**src/rtl/cpu_irq_sequencer.sv**
```systemverilog
// Reset/NMI/IRQ/BRK entry sequencer for the 6502 core: pushes PC and P, fetches the
// vector, then hands new PC/SP/I back to the core. Owns the memory bus while busy.
module cpu_irq_sequencer #(
    parameter int          NUM_IRQ      = 4,
    parameter bit          VECTORED     = 1'b0,
    parameter logic [7:0]  STACK_PAGE   = 8'h01,
    parameter logic [15:0] NMI_VEC      = 16'hFFFA,
    parameter logic [15:0] RST_VEC      = 16'hFFFC,
    parameter logic [15:0] IRQ_VEC      = 16'hFFFE,
    parameter logic [15:0] IRQ_VEC_BASE = 16'hFFE0
) (
    input  logic               clk,
    input  logic               rst,
    input  logic [NUM_IRQ-1:0] irq_n,
    input  logic [NUM_IRQ-1:0] irq_mask,
    input  logic               nmi_n,
    input  logic               brk_req,
    input  logic               i_flag,
    input  logic               insn_boundary,
    input  logic [15:0]        pc_in,
    input  logic [7:0]         p_in,
    input  logic [7:0]         sp_in,
    output logic [15:0]        mem_addr,
    output logic [7:0]         mem_data_out,
    output logic               mem_read,
    output logic               mem_write,
    input  logic               mem_ready,
    input  logic [7:0]         mem_data_in,
    output logic               seq_busy,
    output logic               pc_load,
    output logic [15:0]        pc_load_value,
    output logic               sp_load,
    output logic [7:0]         sp_out,
    output logic               set_i,
    output logic [NUM_IRQ-1:0] irq_ack,
    output logic [1:0]         active_src
);
    typedef enum logic [3:0] {
        IDLE, PUSH_PCH, PUSH_PCL, PUSH_P, VEC_LO, VEC_HI, LOAD, RST_LO, RST_HI
    } state_t;

    localparam logic [1:0] SRC_RST = 2'd0, SRC_NMI = 2'd1, SRC_IRQ = 2'd2, SRC_BRK = 2'd3;

    state_t       state, state_nx;
    logic [7:0]   sp, p_r, vec_lo, vec_hi;
    logic [15:0]  pc_r, vec;
    logic [1:0]   src, acc_src;
    logic [2:0]   ch, irq_sel;
    logic         nmi_prev, nmi_pend, brk_pend;
    logic         nmi_any, brk_any, irq_any, accept;
    logic [15:0]  acc_vec;
    logic [NUM_IRQ-1:0] irq_pend;

    // A same-cycle edge or pulse may be accepted directly, without waiting for the pending flop.
    assign nmi_any  = nmi_pend | (nmi_prev & ~nmi_n);
    assign brk_any  = brk_pend | brk_req;
    assign irq_pend = ~irq_n & irq_mask & {NUM_IRQ{~i_flag}};
    assign irq_any  = |irq_pend;
    assign accept   = (state == IDLE) && insn_boundary && (nmi_any || brk_any || irq_any);

    always_comb begin
        irq_sel = 3'd0;
        for (int i = NUM_IRQ - 1; i >= 0; i--)
            if (irq_pend[i]) irq_sel = 3'(i);
    end

    always_comb begin
        acc_src = nmi_any ? SRC_NMI : (brk_any ? SRC_BRK : SRC_IRQ);
        case (acc_src)
            SRC_NMI: acc_vec = NMI_VEC;
            SRC_IRQ: acc_vec = VECTORED ? IRQ_VEC_BASE + {12'd0, irq_sel, 1'b0} : IRQ_VEC;
            default: acc_vec = IRQ_VEC;
        endcase
    end

    always_ff @(posedge clk) begin
        if (rst) begin
            state    <= RST_LO;
            sp       <= 8'hFD;
            src      <= SRC_RST;
            vec      <= RST_VEC;
            ch       <= 3'd0;
            pc_r     <= 16'd0;
            p_r      <= 8'd0;
            vec_lo   <= 8'd0;
            vec_hi   <= 8'd0;
            nmi_pend <= 1'b0;
            brk_pend <= 1'b0;
            nmi_prev <= nmi_n;
        end else begin
            state    <= state_nx;
            nmi_prev <= nmi_n;
            if (accept && acc_src == SRC_NMI) nmi_pend <= 1'b0;
            else if (nmi_prev && !nmi_n)       nmi_pend <= 1'b1;
            if (accept && acc_src == SRC_BRK) brk_pend <= 1'b0;
            else if (brk_req)                  brk_pend <= 1'b1;
            if (accept) begin
                src  <= acc_src;
                ch   <= irq_sel;
                pc_r <= pc_in;
                p_r  <= p_in;
                sp   <= sp_in;
                vec  <= acc_vec;
            end
            if (mem_ready) begin
                case (state)
                    PUSH_PCH, PUSH_PCL, PUSH_P: sp <= 8'(sp - 8'd1);
                    VEC_LO, RST_LO:             vec_lo <= mem_data_in;
                    VEC_HI, RST_HI:             vec_hi <= mem_data_in;
                    default: ;
                endcase
            end
        end
    end

    always_comb begin
        state_nx = state;
        case (state)
            IDLE:     if (accept)    state_nx = PUSH_PCH;
            PUSH_PCH: if (mem_ready) state_nx = PUSH_PCL;
            PUSH_PCL: if (mem_ready) state_nx = PUSH_P;
            PUSH_P:   if (mem_ready) state_nx = VEC_LO;
            VEC_LO:   if (mem_ready) state_nx = VEC_HI;
            VEC_HI:   if (mem_ready) state_nx = LOAD;
            RST_LO:   if (mem_ready) state_nx = RST_HI;
            RST_HI:   if (mem_ready) state_nx = LOAD;
            LOAD:                    state_nx = IDLE;
            default:                 state_nx = IDLE;
        endcase
    end

    // Outputs are forced low whenever rst is high so an abort drops the strobe at once.
    always_comb begin
        mem_addr      = 16'd0;
        mem_data_out  = 8'd0;
        mem_read      = 1'b0;
        mem_write     = 1'b0;
        seq_busy      = 1'b0;
        pc_load       = 1'b0;
        pc_load_value = 16'd0;
        sp_load       = 1'b0;
        sp_out        = 8'd0;
        set_i         = 1'b0;
        irq_ack       = '0;
        active_src    = 2'd0;
        if (!rst) begin
            seq_busy   = (state != IDLE);
            active_src = src;
            case (state)
                PUSH_PCH: begin
                    mem_write = 1'b1; mem_addr = {STACK_PAGE, sp}; mem_data_out = pc_r[15:8];
                end
                PUSH_PCL: begin
                    mem_write = 1'b1; mem_addr = {STACK_PAGE, sp}; mem_data_out = pc_r[7:0];
                end
                PUSH_P: begin
                    mem_write    = 1'b1;
                    mem_addr     = {STACK_PAGE, sp};
                    mem_data_out = (src == SRC_BRK) ? (p_r | 8'h30) : ((p_r & 8'hEF) | 8'h20);
                end
                VEC_LO, RST_LO: begin mem_read = 1'b1; mem_addr = vec; end
                VEC_HI, RST_HI: begin mem_read = 1'b1; mem_addr = 16'(vec + 16'd1); end
                LOAD: begin
                    pc_load       = 1'b1;
                    pc_load_value = {vec_hi, vec_lo};
                    sp_load       = 1'b1;
                    sp_out        = sp;
                    set_i         = 1'b1;
                    if (src == SRC_IRQ) irq_ack = NUM_IRQ'(1) << ch;
                end
                default: ;
            endcase
        end
    end
endmodule

```
**config.mk**
```make
export PLATFORM = sky130hd
export DESIGN_NAME = cpu_irq_sequencer
export DESIGN_NICKNAME = d
export VERILOG_FILES = /design/src/rtl/cpu_irq_sequencer.sv
export SDC_FILE = /design/constraint.sdc
export NUM_CORES = 1
export LEC_CHECK = 0
export ABC_AREA = 1
export ABC_CLOCK_PERIOD_IN_PS = 3410
export CAP_MARGIN = 0
export CORE_ASPECT_RATIO = 0.8
export CORE_MARGIN = 4
export CORE_UTILIZATION = 48
export DETAILED_ROUTE_END_ITERATION = 7
export PLACE_DENSITY = 0.86
export SYNTH_ARGS = -nofsm -noshare
export SYNTH_HDL_FRONTEND = slang
export SYNTH_SLANG_ARGS = --single-unit
```
**constraint.sdc**
```tcl
create_clock -name clk -period 3.41 [get_ports clk]
set_input_delay 1.023 -clock clk [delete_from_list [all_inputs] [get_ports clk]]
set_output_delay 1.023 -clock clk [all_outputs]
set_load 0.02 [all_outputs]
```
==> flow_metrics.env <==
export IMPL_ys_top_cells_by_area="dfxtp_1 37%, nand2_1 8.9%, nor2_1 8.9%, inv_1 7.5%, a21oi_1 5.1%"
export IMPL_fin_crit_sh=0.980
export IMPL_routedWlPerCell_um=13.1
export IMPL_run_status="finished, final reports clean"
export IMPL_dieArea_sq_um=7980
export IMPL_avgViaCountPerCell=5.05
export IMPL_syn_to_final_growth_pct=40.2
export IMPL_synth_nets=524
export IMPL_worst_ep_arrival_time_ns=2.32
export IMPL_fin_util=0.694
export IMPL_fmax_ghz=0.299
export IMPL_syn_avg_cell_area_sq_um=6.77
export IMPL_fin_nets=633
export IMPL_clkTransAtPathRegs_ns=0.06
export IMPL_overflow=0
export IMPL_power_density_nw_per_um2=637
export IMPL_min_path_type="reg -> reg"
export IMPL_ys_async_sr_fraction=0
export IMPL_place_congestion=0.880
export IMPL_crit_slowest_cell="clkdlybuf4s50_1"
export IMPL_die_height_um=80.7
export IMPL_hold_viol=0
export IMPL_die_w_um=98.9
export IMPL_pre_cts_ws_ns=-0.390
export IMPL_first_global_vias=3169
export IMPL_cts_root_buf="clkbuf_8"
export IMPL_path_class="in -> out"
export IMPL_ys_ff_latch=59
export IMPL_power_w=0.00283
export IMPL_maxSlewViolCount=0
export IMPL_core_sq_um=6410
export IMPL_synth_top_area_share=0.373
export IMPL_path_max_fanout=13
export IMPL_firstDrtPassIters=4
export IMPL_syn_area_sq_um=3170
export IMPL_cts_buffer_depth=2
export IMPL_hold_buffers=0
export IMPL_dp_cells=649
export IMPL_cts_buffers=9
export IMPL_synth_edff_count=0
export IMPL_finClkSkew_ns=0.0132
export IMPL_ys_types=37
export IMPL_io_buffers=112
export IMPL_cp_required_ns=2.39
export IMPL_hpwl_um=6510
export IMPL_crit_path_end_kind="primary output"
export IMPL_slowest_delay_ns=0.64
export IMPL_rsz0062_at_grt="false"
export IMPL_htreeDepth=3
export IMPL_maxSlewHeadroom=0.646
export IMPL_vdd_drop_max_uv=278
export IMPL_clkLatencyLatePin_ns=0.34
export IMPL_row_count=26
export IMPL_crit_chain="dlygate4sd2_1 -> buf_4 -> nor2_1 -> clkdlybuf4s50_1"
export IMPL_synth_top_flop_cell="dfxtp_1"
export IMPL_start_util=0.495
export IMPL_diodes=0
export IMPL_drtAntennaViolNets=0
export IMPL_route_vias_total=3360
export IMPL_worstMarginPinSlew_ns=0.529
export IMPL_drt_iter0_markers=174
export IMPL_p_leak_nw=2.23
export IMPL_fin_crit_ns=3.34
export IMPL_antenna_found_initial=0
export IMPL_start_kind="input pin"
export IMPL_io_pins=115
export IMPL_synth_cells=468
export IMPL_drv_cap=0
export IMPL_stdcell_count=665
export IMPL_netlist_top_cells_count="75 x nand2_1, 75 x nor2_1, 63 x inv_1"
export IMPL_ys_seq_area_frac=0.373
export IMPL_fin_ws_ns=0.0695
export IMPL_yosysTopAreaCell="dfxtp_1"
export IMPL_tritoncts="built"
export IMPL_grt_usage=0.218
export IMPL_drt_total_wl_um=8720
export IMPL_setup_viol=0
export IMPL_cts_num_sinks=59
export IMPL_grt_pass1_wl_um=14100
export IMPL_drcViolationCount=0
export IMPL_ys_warnings_count=0
export IMPL_drive_above_1_share=0.119
export IMPL_grt_max_degree=29
export IMPL_tns_ns=0
logic make-up after synthesis:
logic type	after synthesis	synth area share
adder cells (fa/ha/maj)	1	0.00395
AND/OR/NAND/NOR	216	0.301
flip-flops	59	0.373
XOR/XNOR	2	0.00553
AO/OA/AOI/OAI	94	0.172
buffers and inverters	96	0.145
layout make-up:
cell class	instances	area (sq um)
clock buffers	12	135
inverters	68	260
repair buffers	126	1180
multi-input cells	313	1550
clock inverters	3	40.0
fillers	553	1960
well taps	84	105
flip-flops and latches	59	1180
power by group:
group	switching, W	leakage [nW]	internal [W]
registers	0.0000895	0.481	0.000815
logic	0.000836	1.65	0.000499
clock network	0.000261	0.0902	0.000332
cells in the final DEF (no fill, tap or decap), types with 3 or more instances in the layout:
master,netlist,final
nand2_2,11,11
clkbuf_8,0,9
a21oi_1,32,32
o21ai_0,30,30
nor2_4,3,6
dlygate4sd2_1,0,53
o21ai_1,16,16
dfxtp_1,59,59
buf_4,9,12
clkbuf_1,6,3
nand3_1,27,27
o211ai_2,4,4
clkdlybuf4s50_1,0,54
nand2_1,75,75
nor2_1,75,75
inv_2,4,4
nor3_1,7,7
nor2_2,15,12
dlymetal6s2s_1,0,3
inv_1,63,63
flip-flops by register name, summed over array words and instances (netlist names):
register / cells
nmi_pend: 1
vec: 2
vec_hi: 8
src: 2
vec_lo: 8
state: 4
nmi_prev: 1
ch: 2
p_r: 6
sp: 8
brk_pend: 1
pc_r: 16
final timing paths:
path                                              from                     end  slack (ns)  cells past startpoint
worst max-delay path                               rst                seq_busy        0.07                      4
worst min-delay path            vec_hi[7]$_SDFFE_PP0P_  vec_hi[7]$_SDFFE_PP0P_        0.45                      2
worst max register to register   state[0]$_SDFFE_PP1P_    pc_r[9]$_SDFFE_PP0P_        1.53                      7
worst min register to register  vec_hi[7]$_SDFFE_PP0P_  vec_hi[7]$_SDFFE_PP0P_        0.45                      2
layer usage:
layer,vias to the layer above,track usage,wire length (um)
li1,1691,-,-
met1,1525,0.259,3540
met2,130,0.383,4360
met3,14,0.0512,682
met4,0,0.0819,143
met5,-,0,0
worst max-delay path: cells and delay by family:
kind	cells	cell delay, ns
buffers and inverters	3	1.18
and+or+nand+nor	1	0.11
metrics by stage:
stage,cell area [sq um],hold WS (ns)
2_1_floorplan,3170,0.429
3_3_place_gp,4310,0.440
3_5_place_dp,4310,0.444
4_1_cts,4430,0.454
5_1_grt,4450,0.466
6_report,4450,0.453
what timing repair did:
| item | CTS | global route |
|---|---|---|
| resized for setup | 57 | 8 |
| setup endpoints to repair | 60 | 5 |
| setup buffers | 1 | 0 |
| cloned | 0 | 0 |
Note: power is estimated with default switching activity, not from simulation.
